==> config.mk <==
export PLATFORM = sky130hd
export DESIGN_NAME = count_pwm
export DESIGN_NICKNAME = d
export VERILOG_FILES = /design/src/rtl/count_pwm.sv
export SDC_FILE = /design/constraint.sdc
export NUM_CORES = 1
export LEC_CHECK = 0
export CORE_AREA = 2 2 45 47
export DETAILED_ROUTE_END_ITERATION = 16
export DIE_AREA = 0 0 47 49
export GPL_TIMING_DRIVEN = 0
export HOLD_SLACK_MARGIN = 0.15
export PLACE_DENSITY = 0.69
export SYNTH_ARGS = -nofsm -noshare
export SYNTH_HDL_FRONTEND = slang
export SYNTH_SLANG_ARGS = --single-unit
==> constraint.sdc <==
create_clock -name clk -period 3.3 [get_ports clk]
set_input_delay 0.33 -clock clk [delete_from_list [all_inputs] [get_ports clk]]
set_output_delay 0.33 -clock clk [all_outputs]
set_load 0.05 [all_outputs]
==> src/rtl/count_pwm.sv <==
// rtl/count_pwm.sv - PWM generator slaved to an external 4-bit free-running counter
module count_pwm (
   input  logic       clk,
   input  logic       rst_n,
   input  logic [3:0] cnt,
   input  logic       en,
   input  logic [3:0] duty,
   input  logic       duty_we,
   output logic       pwm,
   output logic       period_end,
   output logic       busy,
   output logic       pend
);

   typedef enum logic [1:0] {
      IDLE  = 2'd0,
      ARM   = 2'd1,
      RUN   = 2'd2,
      DRAIN = 2'd3
   } state_t;

   state_t     state_q, state_d;
   logic [3:0] cnt_q, cnt_d;
   logic [3:0] shadow_q, shadow_d;
   logic [3:0] active_q, active_d;
   logic       pend_q, pend_d;
   logic       pwm_q, pwm_d;
   logic       period_end_q, period_end_d;
   logic       busy_q, busy_d;
   logic       wrap;
   logic       running_d;

   // A period boundary is only a genuine 15->0 roll; an upstream counter reset is ignored.
   always_comb begin
      cnt_d = cnt;
      wrap  = (cnt_q == 4'hF) && (cnt == 4'h0);
   end

   // Double-buffered duty: new values wait in the shadow and reach the active copy only at a wrap.
   always_comb begin
      shadow_d = shadow_q;
      active_d = active_q;
      pend_d   = pend_q;
      if (duty_we) begin
         shadow_d = duty;
      end
      if (wrap) begin
         pend_d = 1'b0;
         if (duty_we) begin
            active_d = duty;
         end else if (pend_q) begin
            active_d = shadow_q;
         end
      end else if (duty_we) begin
         pend_d = 1'b1;
      end
   end

   // Run-control FSM: ARM waits for a period boundary, DRAIN finishes the current period.
   always_comb begin
      state_d = state_q;
      case (state_q)
         IDLE: begin
            if (en) state_d = ARM;
         end
         ARM: begin
            if (!en)       state_d = IDLE;
            else if (wrap) state_d = RUN;
         end
         RUN: begin
            if (!en) state_d = DRAIN;
         end
         DRAIN: begin
            if (en)        state_d = RUN;
            else if (wrap) state_d = IDLE;
         end
         default: state_d = IDLE;
      endcase
   end

   // Output terms are computed from the post-edge state and duty so they line up with cnt_q.
   always_comb begin
      running_d    = (state_d == RUN) || (state_d == DRAIN);
      pwm_d        = running_d && (cnt < active_d);
      period_end_d = wrap && ((state_q == RUN) || (state_q == DRAIN));
      busy_d       = (state_d != IDLE);
   end

   // State and output registers; reset clears everything at once, forcing the waveform low.
   always_ff @(posedge clk or negedge rst_n) begin
      if (!rst_n) begin
         state_q      <= IDLE;
         cnt_q        <= 4'h0;
         shadow_q     <= 4'h0;
         active_q     <= 4'h0;
         pend_q       <= 1'b0;
         pwm_q        <= 1'b0;
         period_end_q <= 1'b0;
         busy_q       <= 1'b0;
      end else begin
         state_q      <= state_d;
         cnt_q        <= cnt_d;
         shadow_q     <= shadow_d;
         active_q     <= active_d;
         pend_q       <= pend_d;
         pwm_q        <= pwm_d;
         period_end_q <= period_end_d;
         busy_q       <= busy_d;
      end
   end

   assign pwm        = pwm_q;
   assign period_end = period_end_q;
   assign busy       = busy_q;
   assign pend       = pend_q;

endmodule

-- Yosys cells after proc, flatten, opt, wreduce, memory -nomap -nowiden
Index checks and enable logic that the tools add are counted.
- flip-flop bits (word level): 18
- input port bits: 12
- output and inout bits: 4
- word-level logic and storage cells: 36
- magnitude comparators: 1
- equality and inequality tests: 6
- multiplexer cells: 12
- reductions and logical operators: 9
- operator list (operator ; number):
    $mux W2 ; 6
    $mux W4 ; 3
    $eq A2 B2 Y1 const B ; 4
    $pmux W2 S4 ; 1
    $eq A4 B4 Y1 const B ; 1
    $logic_not A4 Y1 ; 1
    $lt A4 B4 Y1 ; 1
    $reduce_bool A2 Y1 ; 2
    $logic_and A1 B1 Y1 ; 3
    $eq A2 B1 Y1 const B ; 1
    $logic_not A2 Y1 ; 1
    $logic_or A1 B1 Y1 ; 2
    $mux W1 ; 2

-- Logic depth before layout (Yosys ltp)
- depth after elaboration: 8
- mapped depth: 8
- mapped depth without buffers: 7

-- Worst setup path after synthesis
OpenSTA, ideal clock, no wires.
- path type: input to register
- from: input cnt[0]
- to: register pwm_q (netlist: pwm)
- library setup time: 126 ps
- data arrival time: 1969 ps
- data required time: 3174 ps
- slack: 1205 ps
- stages: 7
- path buffers: 0
- path through: or4_4 -> nor3_4 -> mux2i_1 -> ha_1 -> nor2_1 -> o211a_1 -> o311a_1
- longest elaborated chain between the ends: 8
- elaborated cells on any way between the ends: 13
- classes of those cells: order compare (1); eq/ne (2); mux (6); reduce/logical (4)
- RTL lines (item ; RTL line ; text):
    from (decl) ; 5 ; input logic [3:0] cnt,
    $logic_not A4 Y1 ; 36 ; wrap = (cnt_q == 4'hF) && (cnt == 4'h0);
    $logic_and A1 B1 Y1 ; 36 ;
    $mux W2, on equally long branches ; 75, 68 ;
    $mux W2, on equally long branches ; 74, 67 ;
    $pmux W2 S4 ; 62 ; case (state_q)
    $eq A2 B2 Y1 ; 83 ; running_d = (state_d == RUN) || (state_d == DRAIN);
    $logic_or A1 B1 Y1 ; 83 ;
    $logic_and A1 B1 Y1 * ; 84 ; pwm_d = running_d && (cnt < active_d);
    net pwm_d ; 27 ; logic pwm_q, pwm_d;
    to (signal assigned) ; 106 ; pwm_q <= pwm_d;
    to (decl) ; 27 ;
Mark *: on every way through the listed nets, which the timed path passes. The rest lies on a longest branch.
A chain may end at the register's enable or synchronous reset.

-- Final worst setup path
Ends and elaborated chain as after synthesis.

==> summary.md <==
| Metric | Value |
|---|---|
| Drt via density | `5.047` |
| Cts repair resizes | `0` |
| Antenna violations before repair | `0` |
| Critical path launch point type | `primary input` |
| Placer Congestion | `0.7361` |
| Instance area at placement | `949.7 µm²` |
| Main flop type after synthesis | `sky130_fd_sc_hd__dfrtp_1` |
| Commonest non-fill, non-tap cell in the layout | `sky130_fd_sc_hd__dfrtp_1` |
| Number of warnings issued by yosys | `0` |
| Number of instances in the synthesized netlist | `62` |
| Setup repair after global routing missed its margin | `no` |
| TNS Setup | `0 ns` |
| Site Rows | `16` |
| Slew at the pin closest to its max-slew limit | `0.7868 ns` |
| Final hold slack | `0.4191 ns` |
| Hold Crit Class | `in2reg` |
| Grt ovf | `0` |
| Layout Nets | `96` |
| Max Fclk | `415.0 MHz` |
| Mapped Nets | `77` |
| Largest net degree at the start of global routing | `19` |
| Maximum fanout along the worst path | `4` |
| Library cells used by synthesis | `26` |
| Port bufs | `14` |
| Post-synth EDFFs | `0` |
| Outcome | `finished, final reports clean` |
| Die outline width | `47 µm` |
| Post-CTS Hold Buffers | `0` |
| Static leakage | `0.4450 nW` |
| Detailed Routing Iterations Pass 1 | `4` |
| Headroom to the max-slew limit | `0.4738` |
| Average size of a mapped cell | `12.51 µm²` |
| DRC violation count after routing | `0` |
| Sequential element share of the synthesized area | `0.5806` |
| Final setup violation count | `0` |
| Type of the setup path with the least slack | `in2reg` |
| Number of slew-limit violations in the final report | `0` |
| Area grow syn2layout | `25.32%` |
| Maximum clock path buffer count | `2` |
| Final Cycle Share | `0.7302` |
| Starting density of the core | `0.4212` |
| # placed instances | `103` |
| CTS buffer count | `3` |
| Critical path arrival | `2.59 ns` |
| TritonCTS clock tree | `built` |
| Clock-pin slew of the registers on the worst-case setup and hold paths | `0.10 ns` |
| Final routed wirelength across all metal layers | `1263 µm` |
| Clock latency on the worst-skew pair | `0.29 ns` |
| Die area | `2303 µm²` |
| DRC marker count from the first detailed-route iteration | `6` |
| Via count of the routed design | `535` |
| Standard cell core area | `1842 µm²` |
| Placement-stage worst setup slack | `0.5859 ns` |
| First-pass GRT wire length | `2063 µm` |
| GRT Total Usage | `0.1265` |
| Power density relative to cell area | `416.7 nW/µm²` |
| Post-route clock skew | `0.003578 ns` |
| Share of post-route cells with drive strength above 1 | `0.1266` |
| Met3 capacity usage during global routing | `0.02593` |
| CP Capture Type | `register` |
| Most Used Layer, Global Route | `met2` |
| Boundary Pins | `16` |
| Root Buffer | `sky130_fd_sc_hd__clkbuf_4` |
| Met1 Usage GRT | `0.1727` |
| Setup fix buffers added after clock tree synthesis | `0` |
| Final critical-path required period | `2.410 ns` |
| Cell Area, Synth | `775.7 µm²` |
| Die H | `49 µm` |
| Number of global-route vias before repair | `500` |
| Post-detail-place hpwl | `959 µm` |
| Met2 track utilization from global routing | `0.1758` |
| Maxcap violations | `0` |
| Post-route insts no fill | `106` |
| Leading cell types in the layout, fill and taps excluded | `sky130_fd_sc_hd__dfrtp_1 (18), sky130_fd_sc_hd__clkdlybuf4s50_1 (14), sky130_fd_sc_hd__nor2_1 (5), sky130_fd_sc_hd__a21oi_1 (5)` |
| Yosys reg bits | `18` |
| Number of sinks driven by the clock tree | `18` |
| Final instance area | `972.2 µm²` |
| Required @ worst endpoint | `3.48 ns` |
| Share of synthesized flip-flops with an asynchronous set or reset | `1.000` |
| CTS H-Tree Depth | `1` |
| Mean routed wirelength per cell | `11.92 µm` |
| Antenna diode count | `0` |
| Final hold vios | `0` |
| Maximum VDD drop | `0.2938 mV` |
| Antenna-violating nets left | `0` |
| PnR worst setup slack | `0.8902 ns` |
## registers in the layout, indices dropped and copies added, names as in the netlist
name / count
pend: 1
period_end: 1
active_q: 4
cnt_q: 4
pwm: 1
state_q: 2
shadow_q: 4
busy: 1
## worst paths after layout
path / startpoint / cells past startpoint / slack, ns / end
hold reg to reg: state_q[0] / 1 / 0.44 / state_q[0]
max in group asynchronous: rst_n / 1 / 2.32 / active_q[0]
min in group asynchronous: rst_n / 1 / 0.49 / state_q[1]
hold / removal: duty_we / 3 / 0.42 / shadow_q[2]
setup / recovery: cnt[0] / 8 / 0.89 / pwm
setup reg to reg: cnt_q[2] / 7 / 1.44 / pwm
## through the flow
stage,power [mW],util
2_1_floorplan,0.2772,-
3_3_place_gp,0.3034,0.5156
3_5_place_dp,0.3052,0.5156
4_1_cts,0.4106,0.5279
5_1_grt,0.4243,0.5279
6_report,0.4051,0.5279
## per-layer routing
metal / up-vias / part of all wire
met3: 4 / 0.039
met5: - / 0
met2: 14 / 0.41
li1: 259 / -
met1: 258 / 0.52
met4: 0 / 0.033
## cell families after synthesis
group / synth area share
flops: 0.5806
simple gates: 0.1371
compound gates: 0.1193
mux: 0.08226
buf+inv: 0.02096
fa+ha+maj: 0.04839
xor+xnor: 0.01129
## report_power, final
group	leakage [nW]	switching, mW	internal, mW
clock network	0.0138	0.0629	0.0424
logic	0.210	0.0289	0.0294
registers	0.221	0.00561	0.236
total	0.445	0.0975	0.308
## synth_stat cells, types with 2 or more instances
cell type,instances,area share
sky130_fd_sc_hd__o21a_1,2,0.019
sky130_fd_sc_hd__nand2_1,2,0.0097
sky130_fd_sc_hd__inv_1,3,0.015
sky130_fd_sc_hd__ha_1,3,0.048
sky130_fd_sc_hd__a21o_1,2,0.019
sky130_fd_sc_hd__nor2_1,5,0.024
sky130_fd_sc_hd__a21oi_1,5,0.032
sky130_fd_sc_hd__mux2i_1,3,0.039
sky130_fd_sc_hd__dfrtp_1,18,0.58
sky130_fd_sc_hd__mux2_2,3,0.044
## layout make-up
cell class / count / area [µm²]
sequential: 18 / 450.4
tap: 27 / 33.78
timing repair buffer: 14 / 140.1
fill: 178 / 869.6
inverter: 3 / 11.26
clock buffer: 3 / 22.52
multi-input combinational: 40 / 309.0
buffer: 1 / 5.005
## worst max-delay path, cell delays in order
cell and delay [ns]:
sky130_fd_sc_hd__clkdlybuf4s50_1 0.48, sky130_fd_sc_hd__or4_4 0.58, sky130_fd_sc_hd__nor3_4 0.25, sky130_fd_sc_hd__mux2i_1 0.25, sky130_fd_sc_hd__ha_1 0.20, sky130_fd_sc_hd__nor2_1 0.04
sky130_fd_sc_hd__o211a_1 0.11, sky130_fd_sc_hd__o311a_1 0.35
No activity file was read; power rests on OpenSTA's default activity.
